**config.mk**
```make
export PLATFORM = sky130hd
export DESIGN_NAME = inst_fetch
export DESIGN_NICKNAME = d
export VERILOG_FILES = /design/src/rtl/inst_fetch.sv
export SDC_FILE = /design/constraint.sdc
export NUM_CORES = 1
export LEC_CHECK = 0
export CAP_MARGIN = 25
export CORE_MARGIN = 2
export CORE_UTILIZATION = 42
export DETAILED_ROUTE_END_ITERATION = 10
export PLACE_DENSITY = 0.78
export SLEW_MARGIN = 15
export SYNTH_ARGS = -nofsm -noshare
export SYNTH_HDL_FRONTEND = slang
export SYNTH_SLANG_ARGS = --single-unit
```
**constraint.sdc**
```tcl
create_clock -name clk -period 2.44 [get_ports clk]
set_input_delay 0.244 -clock clk [delete_from_list [all_inputs] [get_ports clk]]
set_output_delay 0.244 -clock clk [all_outputs]
set_load 0.005 [all_outputs]
```
**src/rtl/inst_fetch.sv**
```systemverilog
// Instruction fetch stage: owns the PC, fetches one word at a time from a
// variable-latency instruction memory and holds it on inst until the core
// commits it, then steps the PC (sequential or PC-relative) and refetches.
// A misaligned next-PC parks the stage in a sticky fault state until reset.
module inst_fetch #(
    parameter logic [31:0] RESET_PC = 32'h0000_0000,
    parameter logic [31:0] NOP_INST = 32'h0000_0013
) (
    input  logic        clk,
    input  logic        rst,
    input  logic        PCSrc,
    input  logic [31:0] imm_ext,
    input  logic        commit,
    output logic        imem_req,
    output logic [31:0] imem_addr,
    input  logic        imem_ready,
    input  logic        imem_rvalid,
    input  logic [31:0] imem_rdata,
    output logic [31:0] inst,
    output logic        inst_valid,
    output logic [31:0] pc,
    output logic [31:0] pc_plus4,
    output logic        fault,
    output logic [31:0] instret
);

    localparam logic PC_J_OFFSET = 1'b1;

    typedef enum logic [2:0] {
        StIdle,
        StReq,
        StWait,
        StHold,
        StFault
    } state_e;

    state_e      state_q, state_d;
    logic [31:0] pc_q, pc_d;
    logic [31:0] inst_q, inst_d;
    logic [31:0] instret_q, instret_d;
    logic [31:0] pc_next;

    assign pc_plus4  = pc_q + 32'd4;
    assign pc_next   = (PCSrc == PC_J_OFFSET) ? (pc_q + imm_ext) : pc_plus4;
    assign pc        = pc_q;
    assign imem_addr = pc_q;
    assign instret   = instret_q;
    // The captured word is only exposed while held; everywhere else a NOP.
    assign inst      = inst_valid ? inst_q : NOP_INST;

    // Next-state, datapath updates and state-decoded outputs.
    always_comb begin
        state_d    = state_q;
        pc_d       = pc_q;
        inst_d     = inst_q;
        instret_d  = instret_q;
        imem_req   = 1'b0;
        inst_valid = 1'b0;
        fault      = 1'b0;
        case (state_q)
            StIdle: begin
                state_d = StReq;
            end
            StReq: begin
                imem_req = 1'b1;
                if (imem_ready) begin
                    state_d = StWait;
                end
            end
            StWait: begin
                // Only a response arriving here belongs to our request.
                if (imem_rvalid) begin
                    inst_d  = imem_rdata;
                    state_d = StHold;
                end
            end
            StHold: begin
                inst_valid = 1'b1;
                if (commit) begin
                    instret_d = instret_q + 32'd1;
                    if (pc_next[1:0] != 2'b00) begin
                        // Keep the PC of the instruction that produced the bad target.
                        state_d = StFault;
                    end else begin
                        pc_d    = pc_next;
                        state_d = StReq;
                    end
                end
            end
            StFault: begin
                fault = 1'b1;
            end
            default: begin
                state_d = StIdle;
            end
        endcase
    end

    // State register; reset wins over any same-cycle commit or response.
    always_ff @(posedge clk) begin
        if (rst) begin
            state_q   <= StIdle;
            pc_q      <= RESET_PC;
            inst_q    <= NOP_INST;
            instret_q <= 32'd0;
        end else begin
            state_q   <= state_d;
            pc_q      <= pc_d;
            inst_q    <= inst_d;
            instret_q <= instret_d;
        end
    end

endmodule
```
==> summary.md <==
| Metric | Value |
|---|---|
| Status | finished with violations |
| Failing checks | negative setup slack |
| Ys flop type | dfxtp_1 |
| Sink Count | 99 |
| Die Wd | 131 microns |
| Slew Limit Fails | 0 |
| Setup WS post-layout | -0.208 ns |
| Longest Clk Path Bufs | 2 |
| Syn-to-layout area delta | 66.0% |
| Hold/Removal Path Class | input port to register |
| # DRC | 0 |
| All-Layer GR Usage | 26.2% |
| Die H | 131 microns |
| Worst-margin pin slew | roughly 0.66 ns |
| GPL Wtd Cong | 0.903 |
| Filler cell count | 1,177 |
| Vias in the first global route | between 7,000 and 8,000 |
| Crit path kind | register to output pin |
| Worst path max stage delay | between 0.3 and 0.4 ns |
| Min-delay src | rst |
| Hold_buf cts | 0 |
| Worst EP arrival | about 2.4 ns |
| CTS tree | done |
| Relative slew slack | between 50% and 60% |
| Sequential element share of the synthesized area | between 20 and 30% |
| Core ar. | 15,900 sq um |
| Final wirelength | between 20 and 25 mm |
| Fin crit share | 109% |
| Clock-pin slew on the worst setup and hold paths | approximately 0.080 ns |
| Synth unique cells | 71 |
| Initial antenna violation count | 3 |
| Routed len/inst | 16.7 microns |
| RSZ-0062 raised after global routing | yes |
| Layout Nets | roughly 1,300 |
| CP Cell Sequence | ha_4, and3_4, nand4_1, nor2_2, and3b_2, and2_4, nand4_1, buf_4, xnor2_2, buf_2 |
| Initial drt markers | ~560 |
| Crit-path leading delay family | simple AND/OR/NAND/NOR gates |
| TritonRoute pass-1 iters | 5 |
| Detailed placer's ending HPWL | approximately 17 mm |
| Yosys warning total | 0 |
| Via Count | 7,775 |
| Critical path's slowest cell | dfxtp_4 |
| Setup Slack @ Placement | -0.606 ns |
| Crit Reg-Reg Startpoint | imem_addr[3]$_SDFFE_PP0P_ |
| Critical path buffers and inverters | 2 |
| Post-synth EDFFs | 0 |
| Row cnt | between 40 and 50 |
| Async S/R FF share, synth | 0% |
| Synthesized instance count | about 870 |
| Crit path required time | roughly 2.2 ns |
| First-pass GRT wire length | 37.3 mm |
| Final Hold Vio Count | 0 |
| Avg Cell Area, Syn | a little under 8 sq um |
| Synth top area share | 29.1% |
| P per Cell Area | 328 nW/um^2 |
| Max-capacitance violation count | 0 |
| # IOs | ~230 |
| Crit Path Max Fanout | 3 |
| Root Buffer | clkbuf_16 |
| H-tree levels | 3 |
| Port Buffers | 232 |
| CP most frequent cell | nand4_1 |
| Gr ovfl total | 0 |
| Yosys top cell by area | dfxtp_1 |
| CTS buffer count | 9 |
| Area of the mapped netlist | a little under 7000 sq um |
| Final ANT Viol Nets | 0 |
| Fin util | just over 70% |
| Leakage | ~4.8 nW |
| CP startpoint kind | register |
| Crit. Startpoint | imem_addr[2]$_SDFFE_PP0P_ |
| Final Skew | between 0.009 and 0.01 ns |
| Fin Hold WS | between 0.4 and 0.5 ns |
| # setup viols final | 22 |
| Largest net degree at the start of global routing | 54 |
| Initial Util | between 40% and 50% |
| Mapped Nets | slightly below 1,000 |
| Worst-skew pair later-pin latency | between 0.3 and 0.4 ns |
| Count of state elements after synthesis | just under 100 |
| Via density | between 5 and 6 |
| Min Tclk post-route | between 2 and 3 ns |
| Peak VDD IR | between 0.3 and 0.4 mV |
| Share of cells above drive strength 1 | about 28% |
| Fmax | about 380 MHz |
| Worst Setup End Kind | output pin |
| Die ar. | approximately 17,000 sq um |
| Synth area leaders | dfxtp_1, nand2_1, a21oi_1 |
-- cell usage after synthesis, types with 10 or more instances --
library cell / count
xnor2_1: 34
and2_1: 35
dfxtp_1: 99
nand2_1: 125
or3_1: 11
a21o_1: 25
o21ai_0: 33
nor2_1: 66
ha_1: 33
a21oi_1: 91
buf_4: 35
nand3_1: 29
clkbuf_1: 33
xor2_1: 44
and3_1: 17
nor3_1: 10
inv_1: 11
-- flip-flops by register name (all words and copies together) (netlist names) --
name,flops
imem_addr,32
inst_q,32
instret,32
state_q,3
-- layout make-up --
cell class	count	area [sq um]	area share, %
diodes	1	2.50	0.0221
flip-flops and latches	99	2000	17.7
inverters	11	43.8	0.387
clock buffers	10	239	2.11
well taps	216	270	2.39
multi-input cells	685	4900	43.4
repair buffers	428	3790	33.5
clock inverters	6	53.8	0.476
-- worst paths after layout --
check	endpoint	slack, ns	cells after the start
worst max-delay path	pc_plus4[28]	-0.21	10
worst min-delay path	imem_addr[21]$_SDFFE_PP0P_	0.41	2
worst max register to register	imem_addr[19]$_SDFFE_PP0P_	-0.20	13
worst min register to register	inst_q[17]$_SDFFE_PP0P_	0.45	2
-- cell usage in the layout, fill, tap and decap left out, types with 6 or more instances in the layout --
master,instances
buf_6,20
nor3b_1,7
nand2_1,121
buf_4,175
a21oi_2,14
nand2b_1,6
xor2_1,40
nor2_1,62
and3_4,10
ha_1,21
and2_1,35
o21ai_0,30
or3_1,11
and3_1,10
nor3_1,10
buf_2,14
nand4_1,8
ha_4,12
o21bai_1,6
a21o_1,25
clkdlybuf4s50_1,204
a21oi_1,81
inv_1,10
nand3_1,23
clkbuf_16,9
nand3_4,7
dlygate4sd2_1,7
xnor2_1,26
mux2i_1,6
dfxtp_1,90
xnor2_2,6
-- power by group --
group	leakage, nW	internal [mW]	switching (mW)
Combinational	3.84	0.312	0.298
Sequential	0.804	1.64	0.0151
Clock	0.147	0.744	0.700
Total	4.79	2.69	1.01
-- metal layers --
layer	up-vias	global-route usage [%]	routed length, microns
met5	-	0	25
met4	4	12.0	855
met3	73	5.32	1780
met2	372	46.2	11800
met1	3591	30.6	9790
li1	3735	-	-
-- cell families after synthesis --
family	count (synthesis)	synth area share [%]
fa+ha+maj	34	6.36
mux	6	0.882
xor+xnor	78	10.0
compound gates	205	18.7
flops	99	29.1
buf+inv	87	7.09
simple gates	362	27.9
-- through the flow --
step                      power (mW)  std cells  area, sq um  TNS (ns)
final                           3.71       1456        11300     -2.83
after global routing            3.85       1455        11300     -5.54
after CTS                       3.70       1444        11000     -3.44
after detailed placement        2.26       1395        10300    -15.03
after global placement          2.25       1395        10300    -13.00
after floorplan                 1.96        871         6950   -0.0474
-- repair_timing --
item,CTS,global route
resized for setup,115,68
pin swaps,66,53
setup buffers,34,18
endpoints found under the setup margin,50,41
Power figures use the tool's default switching activity.
